File: config.mk
export PLATFORM = sky130hd
export DESIGN_NAME = adc_spi_scanner
export DESIGN_NICKNAME = d
export VERILOG_FILES = /design/src/rtl/adc_spi_scanner.sv
export SDC_FILE = /design/constraint.sdc
export NUM_CORES = 1
export LEC_CHECK = 0
export BUFFER_PORTS_ARGS = -buffer_cell sky130_fd_sc_hd__buf_2
export CELL_PAD_IN_SITES_DETAIL_PLACEMENT = 2
export CELL_PAD_IN_SITES_GLOBAL_PLACEMENT = 2
export CORE_ASPECT_RATIO = 2
export CORE_MARGIN = 4
export CORE_UTILIZATION = 40
export DETAILED_ROUTE_END_ITERATION = 7
export PLACE_DENSITY_LB_ADDON = 0.05
export SLEW_MARGIN = 25
export SYNTH_ARGS = -nofsm -noshare
export SYNTH_HDL_FRONTEND = slang
export SYNTH_SLANG_ARGS = --single-unit
export TNS_END_PERCENT = 100
File: constraint.sdc
create_clock -name clk_div -period 2.9 [get_ports clk_div]
set_input_delay 0.435 -clock clk_div [delete_from_list [all_inputs] [get_ports clk_div]]
set_output_delay 0.435 -clock clk_div [all_outputs]
set_load 0.01 [all_outputs]
File: src/rtl/adc_spi_scanner.sv
// adc_spi_scanner: round-robin SPI front end for a multi-channel ADC.
// Each conversion sends the channel address, waits one settle bit, shifts in
// DATA_W result bits MSB first, then offers the result to a one-entry output
// buffer with handshake and sticky overrun reporting.
module adc_spi_scanner #(
    parameter int DATA_W  = 8,
    parameter int CH_W    = 2,
    parameter int GAP_CYC = 2
) (
    input  logic                 clk_div,
    input  logic                 rst,
    input  logic                 en,
    input  logic [2**CH_W-1:0]   ch_mask,
    input  logic                 adc_miso,
    output logic                 adc_cs_n,
    output logic                 adc_sclk,
    output logic                 adc_mosi,
    output logic [DATA_W-1:0]    sample_data,
    output logic [CH_W-1:0]      sample_ch,
    output logic                 sample_valid,
    input  logic                 sample_ready,
    output logic                 overrun,
    input  logic                 clr_ovr,
    output logic                 busy
);

    localparam int NCH = 2**CH_W;
    localparam logic [4:0] ADDR_LAST = 5'(CH_W - 1);
    localparam logic [4:0] DATA_LAST = 5'(DATA_W - 1);
    localparam logic [4:0] GAP_LAST  = 5'(GAP_CYC - 1);

    typedef enum logic [2:0] {
        IDLE     = 3'd0,
        CS_SETUP = 3'd1,
        ADDR     = 3'd2,
        SETTLE   = 3'd3,
        DATA     = 3'd4,
        DONE     = 3'd5,
        GAP      = 3'd6
    } state_t;

    // Lowest set mask bit strictly above prev (or from 0 inclusive on the
    // very first conversion), wrapping around to the lowest set bit.
    function automatic logic [CH_W-1:0] pick_channel(
        input logic [NCH-1:0]  mask,
        input logic [CH_W-1:0] prev,
        input logic            first
    );
        logic            found;
        logic [CH_W-1:0] res;
        found = 1'b0;
        res   = '0;
        for (int i = 0; i < NCH; i++) begin
            if (!found && mask[i] && (first || (i > int'(prev)))) begin
                res   = CH_W'(i);
                found = 1'b1;
            end
        end
        for (int i = 0; i < NCH; i++) begin
            if (!found && mask[i]) begin
                res   = CH_W'(i);
                found = 1'b1;
            end
        end
        return res;
    endfunction

    state_t            state_r, state_nx;
    logic              phase_r, phase_nx;      // 0 = sclk low phase, 1 = high phase
    logic [4:0]        cnt_r, cnt_nx;          // bit index or gap cycle count
    logic [CH_W-1:0]   addr_r, addr_nx;        // address shifter, MSB drives mosi
    logic [DATA_W-1:0] shift_r, shift_nx;      // result shifter
    logic [CH_W-1:0]   ch_r, ch_nx;            // channel of current/previous conversion
    logic              first_r, first_nx;      // no conversion launched since reset
    logic              start_s;
    logic              conv_s, serial_s;
    logic              cs_n_nx, sclk_nx, mosi_nx, busy_nx;
    logic              load_s, drop_s;

    assign start_s = en && (ch_mask != '0);

    // Next-state and datapath sequencing for one conversion frame.
    always_comb begin
        state_nx = state_r;
        phase_nx = phase_r;
        cnt_nx   = cnt_r;
        addr_nx  = addr_r;
        shift_nx = shift_r;
        ch_nx    = ch_r;
        first_nx = first_r;
        case (state_r)
            IDLE: begin
                if (start_s) begin
                    state_nx = CS_SETUP;
                    ch_nx    = pick_channel(ch_mask, ch_r, first_r);
                    first_nx = 1'b0;
                end else begin
                    state_nx = IDLE;
                end
            end
            CS_SETUP: begin
                state_nx = ADDR;
                phase_nx = 1'b0;
                cnt_nx   = 5'd0;
                addr_nx  = ch_r;
            end
            ADDR: begin
                if (!phase_r) begin
                    phase_nx = 1'b1;
                end else begin
                    phase_nx = 1'b0;
                    addr_nx  = addr_r << 1;
                    if (cnt_r == ADDR_LAST) begin
                        state_nx = SETTLE;
                        cnt_nx   = 5'd0;
                    end else begin
                        cnt_nx = cnt_r + 5'd1;
                    end
                end
            end
            SETTLE: begin
                if (!phase_r) begin
                    phase_nx = 1'b1;
                end else begin
                    phase_nx = 1'b0;
                    state_nx = DATA;
                    cnt_nx   = 5'd0;
                end
            end
            DATA: begin
                if (!phase_r) begin
                    phase_nx = 1'b1;
                end else begin
                    phase_nx = 1'b0;
                    shift_nx = {shift_r[DATA_W-2:0], adc_miso};
                    if (cnt_r == DATA_LAST) begin
                        state_nx = DONE;
                        cnt_nx   = 5'd0;
                    end else begin
                        cnt_nx = cnt_r + 5'd1;
                    end
                end
            end
            DONE: begin
                state_nx = GAP;
                cnt_nx   = 5'd0;
            end
            GAP: begin
                if (cnt_r == GAP_LAST) begin
                    cnt_nx = 5'd0;
                    if (start_s) begin
                        state_nx = CS_SETUP;
                        ch_nx    = pick_channel(ch_mask, ch_r, first_r);
                        first_nx = 1'b0;
                    end else begin
                        state_nx = IDLE;
                    end
                end else begin
                    cnt_nx = cnt_r + 5'd1;
                end
            end
            default: begin
                state_nx = IDLE;
                phase_nx = 1'b0;
                cnt_nx   = 5'd0;
            end
        endcase
    end

    // Pin values for the upcoming cycle, so the SPI pins come straight from flops.
    always_comb begin
        conv_s   = (state_nx == CS_SETUP) || (state_nx == ADDR) ||
                   (state_nx == SETTLE)   || (state_nx == DATA);
        serial_s = (state_nx == ADDR) || (state_nx == SETTLE) || (state_nx == DATA);
        cs_n_nx  = !conv_s;
        sclk_nx  = serial_s && phase_nx;
        mosi_nx  = (state_nx == ADDR) ? addr_nx[CH_W-1] : 1'b0;
        busy_nx  = conv_s || (state_nx == DONE);
    end

    assign load_s = (state_r == DONE) && (!sample_valid || sample_ready);
    assign drop_s = (state_r == DONE) && sample_valid && !sample_ready;

    // Sequencer state and registered SPI pins; reset aborts any conversion.
    always_ff @(posedge clk_div or posedge rst) begin
        if (rst) begin
            state_r  <= IDLE;
            phase_r  <= 1'b0;
            cnt_r    <= 5'd0;
            addr_r   <= '0;
            shift_r  <= '0;
            ch_r     <= '0;
            first_r  <= 1'b1;
            adc_cs_n <= 1'b1;
            adc_sclk <= 1'b0;
            adc_mosi <= 1'b0;
            busy     <= 1'b0;
        end else begin
            state_r  <= state_nx;
            phase_r  <= phase_nx;
            cnt_r    <= cnt_nx;
            addr_r   <= addr_nx;
            shift_r  <= shift_nx;
            ch_r     <= ch_nx;
            first_r  <= first_nx;
            adc_cs_n <= cs_n_nx;
            adc_sclk <= sclk_nx;
            adc_mosi <= mosi_nx;
            busy     <= busy_nx;
        end
    end

    // One-entry output buffer with handshake and sticky overrun (set beats clear).
    always_ff @(posedge clk_div or posedge rst) begin
        if (rst) begin
            sample_data  <= '0;
            sample_ch    <= '0;
            sample_valid <= 1'b0;
            overrun      <= 1'b0;
        end else begin
            if (load_s) begin
                sample_data  <= shift_r;
                sample_ch    <= ch_r;
                sample_valid <= 1'b1;
            end else if (sample_valid && sample_ready) begin
                sample_valid <= 1'b0;
            end
            if (drop_s) begin
                overrun <= 1'b1;
            end else if (clr_ovr) begin
                overrun <= 1'b0;
            end
        end
    end

endmodule

==> results.md <==
• finished clean — status
• 39.6% — proportion of power drawn by flip-flops and latches
• 2.192 ns — shortest period the worst path allows
• 0.7383 ns — Worst Setup Slack post-DPL
• 0 — DRC viols
• 0.29 ns — later-pin clock latency in the skew report
• 0.001942 sq mm — area of the mapped netlist
• 106.5 um — vertical die dimension
• 8.445 mm — wire length of the first global-routing pass
• sky130_fd_sc_hd__dfrtp_1 — most used standard cell by instance count after synthesis
• 0.7076 ns — least setup slack across all paths after layout
• 14.63% — area delta synth->final
• 0.8991 ns — Worst Tran Pin Value
• 49.10% — proportion of synthesized chip area in sequential cells
• 36.87% — sw frac
• 3 — depth of the worst register-to-register path
• 0 — number of warning messages in the yosys log
• 0.3241 ns — tightest hold margin
• sample_data[3]$_DFFE_PP0P_ — critical register-to-register path endpoint
• 177 — number of instances in the synthesized netlist
• 3.869 mm — placed wire-length estimate
• 0 — count of buffers added by post-CTS timing repair for setup
• sky130_fd_sc_hd__dfrtp_1 — cell taking the most area after synthesis
• 35 — number of standard-cell rows in the floorplan
• 0 — Remaining Overflow, GRT
• 958.6 mW/mm^2 — total power density per cell area
• 0 — antenna violations before repair
• 4 — number of detailed-route iterations in the first pass
• 34.31% — share of post-route cells with drive strength above 1
• sky130_fd_sc_hd__dfrtp_1 (36), sky130_fd_sc_hd__mux2_2 (20), sky130_fd_sc_hd__nand2_1 (15) — Commonest cells post-synth
• 786.8 uW — P_sw
• flop to flop — kind of critical path
• 0 ns — setup_tns
• 1.347 mW — cell-internal power
• 470.0 uV — Peak supply drop
• 23 — maximum number of pins on one net before global-route repair
• 0 — number of diodes added for antenna fixing
• 38 — number of clock sinks seen by CTS
• 46.39% — share of the synthesized area in the top cell type
• 0.4561 GHz — maximum clock frequency
• 38 — flop and latch count out of synthesis
• 2.37 ns — worst path arrival time
• 100.0% — async set-reset flop share out of synthesis
• 0.006101 sq mm — area of the die
• 0 — count of flip-flops with a built-in enable after synthesis
• 0.08 ns — clock-pin slew reported for the worst setup and hold paths after clock tree synthesis
• 57.27 um — die outline width
• 1445 — detailed-route via count
• 0.71 ns — minimum setup slack among reg-to-reg paths
• 5 — number of buffers created by CTS
• 5.043 mm — Total Routed Length
• 215 — net count reported at finish
• 33.9% — Comb power frac
• 26.4% — part of the power in the clock network
• 75.60% — Tcrit/Tclk final
• 0 — number of max-slew violations in the final report
• 1638 — via count of the first global-routing pass
• 19.47 um — post-DR wirelength/cell
• yes — TritonCTS clock tree
• false — setup repair after global routing missed its margin
• 0 — Resize count post-CTS
• flop — type of origin of the critical path
• 41.83% — initial standard-cell utilization of the core
• 3.08 ns — required arrival time at the worst endpoint
• 0.005588 ns — Layout Skew
• 0.7611 — final estimated routing congestion in global placement
• flop — Worst setup EP type
• 0 — hold violation total from the final report
• 18 — critical path peak fanout
• 2 — maximum level of the CTS H-tree
• 25 — IO buf count
• 39.99% — max_slew headroom
• 26 — I/O pin cnt
• 0 — number of endpoints failing setup at the final stage
• 2 — clock tree buffer depth
• 0 — number of max-capacitance violations reported
• 189 — net count after synthesis
• 10.97 sq um — Post-Synthesis Mean Instance Area
• 1.073 nW — leakage
• 0 — hold-fix buffers at CTS
• sky130_fd_sc_hd__clkbuf_8 — Clk Tree Root Cell
• sky130_fd_sc_hd__dfrtp_1 — Synth Flop Type
• primary input to asynchronous set/reset pin — class of the tightest hold or removal check
• 15 — Starting DRT DRC Count
• 5.579 — detail-routed via count per cell
• 0 — Post-DRT Antenna Nets
• 18.34% — overall fraction of global-route tracks in use
• sky130_fd_sc_hd__dfrtp_1 (46%), sky130_fd_sc_hd__mux2_2 (12%), sky130_fd_sc_hd__nand2_1 (2.9%) — leading cell types by total area after synthesis
• 0.004642 sq mm — area of the placeable core
• 49 — library cells used by synthesis
• state_r[0]$_DFF_PP0_ — source of the worst register-to-register timing path
-- sequential cells by signal, indices dropped and copies added (netlist names) --
| register | cells |
|---|---|
| sample_data | 8 |
| shift_r | 8 |
| cnt_r | 5 |
| state_r | 3 |
| addr_r | 2 |
| ch_r | 2 |
| sample_ch | 2 |
| adc_cs_n | 1 |
| adc_mosi | 1 |
| adc_sclk | 1 |
| busy | 1 |
| first_r | 1 |
| overrun | 1 |
| phase_r | 1 |
| sample_valid | 1 |
-- cells in the final DEF, fill, tap and decap left out, types with 3 or more instances in the layout --
cell / n
sky130_fd_sc_hd__dfrtp_1: 36
sky130_fd_sc_hd__buf_2: 25
sky130_fd_sc_hd__mux2_2: 20
sky130_fd_sc_hd__nand2_1: 15
sky130_fd_sc_hd__a21oi_1: 10
sky130_fd_sc_hd__inv_1: 9
sky130_fd_sc_hd__o21ai_0: 9
sky130_fd_sc_hd__nor2_1: 8
sky130_fd_sc_hd__clkbuf_8: 6
sky130_fd_sc_hd__nor2b_1: 4
sky130_fd_sc_hd__nand2b_1: 4
sky130_fd_sc_hd__o31ai_1: 4
sky130_fd_sc_hd__o21ai_2: 3
sky130_fd_sc_hd__nand3_1: 3
sky130_fd_sc_hd__o22ai_1: 3
sky130_fd_sc_hd__buf_4: 3
-- how the worst max path moves through the flow --
stage	slack, ns	depth (start not counted)	to	startpoint
floorplan	1.21	6	cnt_r[2]$_DFFE_PP0P_	cnt_r[0]$_DFFE_PP0P_
global route	0.57	3	sample_data[3]$_DFFE_PP0P_	state_r[0]$_DFF_PP0_
finish	0.71	3	sample_data[3]$_DFFE_PP0P_	state_r[0]$_DFF_PP0_
detailed placement	0.74	3	sample_data[4]$_DFFE_PP0P_	state_r[0]$_DFF_PP0_
global placement	0.89	3	sample_data[6]$_DFFE_PP0P_	state_r[0]$_DFF_PP0_
CTS	0.70	3	sample_data[3]$_DFFE_PP0P_	state_r[0]$_DFF_PP0_
-- critical path, cell delays in order (launching register included) --
cell and delay, ns:
sky130_fd_sc_hd__dfrtp_1 0.71, sky130_fd_sc_hd__nor2b_1 0.41, sky130_fd_sc_hd__and3_1 0.54, sky130_fd_sc_hd__mux2_2 0.41
-- stage by stage --
step                cells  util, %  total power [mW]  cell area, sq um
CTS                   259    47.95             2.169              2226
global placement      251    44.88             1.525              2083
detailed placement    251    44.88             1.601              2083
global route          259    47.95             2.300              2226
floorplan             177        -             1.387              1942
finish                259    47.95             2.134              2226
-- cell type report --
class	count	area, sq um
fill	504	2416
sequential	38	953.4
multi-input combinational	121	879.6
timing repair buffer	28	147.6
clock buffer	6	82.58
tap	55	68.82
clock inverter	2	60.06
inverter	9	33.78
-- layer usage --
layer / track usage, % / up-vias / wire length, um
li1: - / 680 / -
met1: 17.17 / 740 / 1708
met2: 37.15 / 16 / 3132
met3: 2.916 / 9 / 89
met4: 6.965 / 0 / 113
met5: 0 / - / 0
-- logic make-up (layout without fill, tap and decap cells) --
group                    Yosys count  after routing  synth area share [%]
AND/OR/NAND/NOR                   57             57                 17.65
AO/OA/AOI/OAI                     41             41                 14.30
flip-flops                        38             38                 49.10
multiplexers                      20             20                 11.60
buffers and inverters             18             45                 5.605
adder cells (fa/ha/maj)            2              2                 1.288
XOR/XNOR                           1              1                0.4511
-- power groups by stage --
| stage | combinational [mW] | sequential, mW | clock [mW] |
|---|---|---|---|
| floorplan | 0.621 | 0.766 | 0 |
| global placement | 0.680 | 0.845 | 0 |
| detailed placement | 0.740 | 0.861 | 0 |
| CTS | 0.745 | 0.848 | 0.576 |
| global route | 0.821 | 0.879 | 0.600 |
| finish | 0.724 | 0.845 | 0.564 |
Power figures use the tool's default switching activity.
